--- config.mk ---
export PLATFORM = sky130hd
export DESIGN_NAME = fetch_unit
export DESIGN_NICKNAME = d
export VERILOG_FILES = /design/src/rtl/fetch_unit.sv
export SDC_FILE = /design/constraint.sdc
export NUM_CORES = 1
export LEC_CHECK = 0
export CELL_PAD_IN_SITES_DETAIL_PLACEMENT = 1
export CELL_PAD_IN_SITES_GLOBAL_PLACEMENT = 2
export CORE_UTILIZATION = 37
export CTS_CLUSTER_SIZE = 8
export DETAILED_ROUTE_END_ITERATION = 6
export PLACE_DENSITY_LB_ADDON = 0.1
export SYNTH_ARGS = -nofsm -noshare
export SYNTH_HDL_FRONTEND = slang
export SYNTH_SLANG_ARGS = --single-unit
export TNS_END_PERCENT = 20
--- constraint.sdc ---
create_clock -name clk -period 13.02 [get_ports clk]
set_input_delay 3.906 -clock clk [delete_from_list [all_inputs] [get_ports clk]]
set_output_delay 3.906 -clock clk [all_outputs]
set_load 0.03 [all_outputs]
--- src/rtl/fetch_unit.sv ---
// ============================================================================
// fetch_unit : in-order instruction fetch with credit-limited request issue,
//              response FIFO, redirect flush and misaligned-target fault.
// Revision   : 1.0
// ============================================================================
`default_nettype none

module fetch_unit #(
    parameter int              XLEN     = 64,
    parameter logic [XLEN-1:0] RESET_PC = '0,
    parameter int              DEPTH    = 2
) (
    input  logic            clk,
    input  logic            rst,
    output logic            imem_req_valid,
    output logic [XLEN-1:0] imem_req_addr,
    input  logic            imem_req_ready,
    input  logic            imem_resp_valid,
    input  logic [31:0]     imem_resp_data,
    input  logic            redirect_valid,
    input  logic [XLEN-1:0] redirect_pc,
    output logic            out_valid,
    output logic [31:0]     out_instr,
    output logic [XLEN-1:0] out_pc,
    input  logic            out_ready,
    output logic            fault
);

    localparam int CW = $clog2(DEPTH + 1);
    localparam int PW = (DEPTH > 1) ? $clog2(DEPTH) : 1;
    localparam logic [CW:0]   C_DEPTH = (CW + 1)'(DEPTH);
    localparam logic [PW-1:0] C_LAST  = PW'(DEPTH - 1);

    logic [XLEN-1:0] pc_q, pc_d;
    logic [XLEN-1:0] rpc_q, rpc_d;
    logic [CW-1:0]   outst_q, outst_d;
    logic [CW-1:0]   drop_q, drop_d;
    logic [CW-1:0]   cnt_q, cnt_d;
    logic [PW-1:0]   head_q, head_d;
    logic [PW-1:0]   tail_q, tail_d;
    logic            fault_q, fault_d;
    logic [31:0]     instr_q [DEPTH];
    logic [XLEN-1:0] tag_q   [DEPTH];

    logic [CW:0] w_inflight;
    logic        w_req_fire;
    logic        w_stale;
    logic        w_enq;
    logic        w_deq;

    // Stale requests stay in the outstanding count, so credit stays conservative.
    assign w_inflight     = {1'b0, outst_q} + {1'b0, cnt_q};
    assign imem_req_valid = !rst && !fault_q && !redirect_valid && (w_inflight < C_DEPTH);
    assign imem_req_addr  = pc_q;
    assign w_req_fire     = imem_req_valid && imem_req_ready;
    assign w_stale        = (drop_q != '0);
    assign w_enq          = imem_resp_valid && !w_stale && !redirect_valid;
    assign w_deq          = out_valid && out_ready && !redirect_valid;

    assign out_valid = (cnt_q != '0);
    assign out_instr = instr_q[head_q];
    assign out_pc    = tag_q[head_q];
    assign fault     = fault_q;

    function automatic logic [PW-1:0] ptr_inc(input logic [PW-1:0] p);
        return (p == C_LAST) ? '0 : p + PW'(1);
    endfunction

    always_comb begin
        pc_d    = pc_q;
        rpc_d   = rpc_q;
        fault_d = fault_q;
        outst_d = outst_q + CW'(w_req_fire) - CW'(imem_resp_valid);
        drop_d  = drop_q;
        cnt_d   = cnt_q + CW'(w_enq) - CW'(w_deq);
        head_d  = w_deq ? ptr_inc(head_q) : head_q;
        tail_d  = w_enq ? ptr_inc(tail_q) : tail_q;

        if (imem_resp_valid && w_stale) begin
            drop_d = drop_q - CW'(1);
        end
        if (w_req_fire) begin
            pc_d = pc_q + XLEN'(4);
        end
        // Responses return in order, so the tag is simply the next sequential PC.
        if (w_enq) begin
            rpc_d = rpc_q + XLEN'(4);
        end

        if (redirect_valid) begin
            pc_d    = redirect_pc;
            rpc_d   = redirect_pc;
            fault_d = (redirect_pc[1:0] != 2'b00);
            drop_d  = outst_q - CW'(imem_resp_valid);
            cnt_d   = '0;
            head_d  = '0;
            tail_d  = '0;
        end
    end

    always_ff @(posedge clk) begin
        if (rst) begin
            pc_q    <= RESET_PC;
            rpc_q   <= RESET_PC;
            fault_q <= 1'b0;
            outst_q <= '0;
            drop_q  <= '0;
            cnt_q   <= '0;
            head_q  <= '0;
            tail_q  <= '0;
        end else begin
            pc_q    <= pc_d;
            rpc_q   <= rpc_d;
            fault_q <= fault_d;
            outst_q <= outst_d;
            drop_q  <= drop_d;
            cnt_q   <= cnt_d;
            head_q  <= head_d;
            tail_q  <= tail_d;
        end
    end

    always_ff @(posedge clk) begin
        if (!rst && w_enq) begin
            instr_q[tail_q] <= imem_resp_data;
            tag_q[tail_q]   <= rpc_q;
        end
    end

endmodule

`default_nettype wire

==> out/metrics.yaml <==
cells_and_area:
  multi_input_area_um2: 6005
  syn_to_final_growth_pct: 30.28
  final_nets: 1651
  fill_cells: 4270
  seqCellArea_um2: 8532
  finalNonFillerCells: 2098
  n_antenna_cell: 0
  drive_gt1_share_pct: 11.89
  utilization_pct: 48.85
  final_cell_area_um2: 19360
run:
  max_cap_violations: 0
critical_path:
  crit_fanout: 66
  critPathCapture: "imem_req_valid"
  cp-end-kind: "output port"
  reg2reg_depth: 11
  crit_path_start_kind: "primary input"
  cp.required_ns: 9.11
  crit_start: "rst"
  r2r-start: "outst_q[0]"
  r2r_end: "outst_q[1]"
  crit_slowest_cell: "clkdlybuf4s50_1"
  critPathMaxStageDelay_ns: 0.78
  reg2reg_slack_ns: 8.67
  crit_type: "in -> out"
  crit_arrival_ns: 6.11
  path_cells: "buf_2 > buf_4 > or2_2 > nor4_1 > clkdlybuf4s50_1"
timing:
  finalClockSkew_ns: 0.01506
  fmax_mhz: 99.84
  drv_slew: 0
  tightest_slew_ns: 1.113
  finalSetupViolations: 0
  period_share_pct: 76.93
  rsz0062_at_grt: "no"
  fin_ws_ns: 3.004
  hold_viol_final: 0
  relSlewSlack_pct: 25.20
  fin_crit_ns: 10.02
  tns_ns: 0
yosys:
  async_reset_ff_share_pct: 0
  synth_edf_count: 192
  syn_area_per_cell_um2: 11.61
  synth_area_um2: 14860
  synthFlopType: "edfxtp_1"
  synth_nets: 1391
  ys_types: 64
  ys.warnings.count: 0
  ys_seq_elements: 330
  ys_seq_area_share_pct: 57.38
  syn_inst: 1280
detailed_routing:
  first_pass_iters: 5
  routed_via_density: 5.573
  drt.antenna.violating_nets: 0
  drc_errors: 0
  wl_per_cell_um: 22.77
  wl_um: 47770
  drt_iter0_markers: 575
  vias: 11692
placement:
  hpwl_um: 33440
  gp_congestion: 0.8568
  port_buffers: 264
  place_area_um2: 18020
  place_ws_ns: 3.077
  dp.cells: 2016
power:
  max-vdd-ir-drop_mv: 0.08789
  p_switching_uw: 655.3
  seqPwrFrac_pct: 46.3
  leakage_uw: 0.006252
  p_per_area_nw_per_um2: 134.4
  p_int_uw: 1947
  pwr-share-comb_pct: 10.3
  clkPwrFrac_pct: 43.4
  p_sw_share_pct: 25.18
cts:
  cts_buffers: 47
  cts_resized: 0
  clock-sinks: 330
  htree_levels: 2
  clockBufferDepth: 3
  ctsHoldBuffers: 0
  cts_setup_buffers: 0
  clk_pin_slew_worst_paths_ns: 0.05
  cts-root-buf: "clkbuf_16"
  cts_tree: "done"
  clock_latency_ns: 0.55
global_route:
  grt_pass1_vias: 11747
  grt_max_degree: 90
  track_usage_pct: 23.00
  grt_pass1_wl_um: 72480
  grt_overflow: 0
  antenna_found_initial: 0
floorplanning:
  die_w_um: 202.4
  start_util_pct: 37.49
  die_h_um: 202.4
  die_area_um2: 40980
  ios: 265
  rows: 73
  core_area_um2: 39640
run_status:
  status: "complete, no violations"
hold_path:
  hp-class: "reg -> reg"
## power by group through the flow
stage	registers [uW]	logic (uW)	clock network, uW
floorplan	1230	124	0
global placement	1220	266	0
detailed placement	1220	268	0
CTS	1200	270	1160
global route	1210	286	1200
finish	1200	268	1130
## worst min-delay path by stage
stage	startpoint	endpoint	slack, ns	depth (start not counted)
2_1_floorplan	rpc_q[0]	tag_q[0][0]	0.43	0
3_3_place_gp	rpc_q[0]	tag_q[0][0]	0.47	0
3_5_place_dp	rpc_q[0]	tag_q[0][0]	0.47	0
4_1_cts	rpc_q[0]	tag_q[0][0]	0.48	0
5_1_grt	rpc_q[0]	tag_q[1][0]	0.50	0
6_report	rpc_q[0]	tag_q[1][0]	0.48	0
## synthesized netlist by cell type (4+ instances only)
library cell,instances,area (um^2)
edfxtp_1,192,5766
dfxtp_1,138,2763
mux2_2,96,1081
nand2_1,80,300.3
nor2_1,68,255.2
nand4_1,57,356.6
clkbuf_1,55,206.5
nand3_1,47,235.2
nor4_1,41,256.5
o21a_1,37,277.8
xnor2_1,34,297.8
nor3_1,31,155.2
xor2_1,30,262.8
a21boi_0,29,217.7
a31oi_1,28,175.2
o21ai_0,28,140.1
a21oi_1,25,125.1
a211oi_1,24,180.2
and3_1,22,137.6
inv_1,22,82.58
or3_1,21,131.4
o31a_1,19,166.4
or4_1,19,142.6
and4_1,16,140.1
o31ai_1,13,97.59
and2_1,10,62.56
o211ai_1,9,67.56
ha_1,8,100.1
buf_1,7,26.28
o311ai_0,7,61.31
or2_2,7,43.79
a311oi_1,4,35.03
o22ai_1,4,25.02
## stage by stage
step	power [uW]	hold slack, ns
final	2603	0.4804
after global routing	2693	0.5032
after CTS	2634	0.4765
after detailed placement	1491	0.4741
after global placement	1486	0.4656
after floorplan	1353	0.4259
## flip-flops by register name, summed over array words and instances, names as in the netlist, 2 cells and up, named ones only
register       cells
tag_q            128
imem_req_addr     64
instr_q           64
rpc_q             64
cnt_q              2
drop_q             2
outst_q            2
## routing by layer
layer,vias up,global-route usage [%],share of wire (%)
met5,-,0,0
met2,308,34.49,44
met1,5831,34.25,49
met4,0,6.660,2.3
met3,70,3.273,4.8
li1,5483,-,-
## cell families (layout without fill, tap and decap cells)
family / count (synthesis) / count (layout) / share of synthesized area [%]
mux: 97 / 97 / 7.341
fa+ha+maj: 9 / 9 / 0.8082
compound gates: 247 / 247 / 11.73
xor+xnor: 64 / 64 / 3.771
flops: 330 / 330 / 57.38
buf+inv: 90 / 383 / 2.349
simple gates: 443 / 443 / 16.63
## layout make-up
| class | instances | area share, % |
|---|---|---|
| Tap cell | 525 | 3.392 |
| Sequential cell | 330 | 44.06 |
| Clock buffer | 79 | 6.804 |
| Clock inverter | 3 | 0.1551 |
| Multi-Input combinational cell | 860 | 31.01 |
| Inverter | 24 | 0.4782 |
| Timing Repair Buffer | 277 | 14.10 |
## cell usage in the layout, fill, tap and decap left out, types with 19 or more instances in the layout
master	synthesis	layout
o31a_1	19	19
a211oi_1	24	24
nand2_1	80	80
edfxtp_1	192	192
dfxtp_1	138	137
clkdlybuf4s50_1	0	262
and3_1	22	21
or4_1	19	19
a21oi_1	25	25
clkbuf_1	55	31
nor3_1	31	31
nor4_1	41	41
xnor2_1	34	34
mux2_2	96	96
o21ai_0	28	28
nor2_1	68	67
a21boi_0	29	29
inv_1	22	22
o21a_1	37	37
clkbuf_16	0	48
or3_1	21	21
a31oi_1	28	28
xor2_1	30	30
nand3_1	47	47
nand4_1	57	57
## critical path: cells and delay by family
| family | cells | cell delay (ns) |
|---|---|---|
| buf+inv | 3 | 1.23 |
| simple gates | 2 | 0.96 |
No activity file was read; power rests on OpenSTA's default activity.
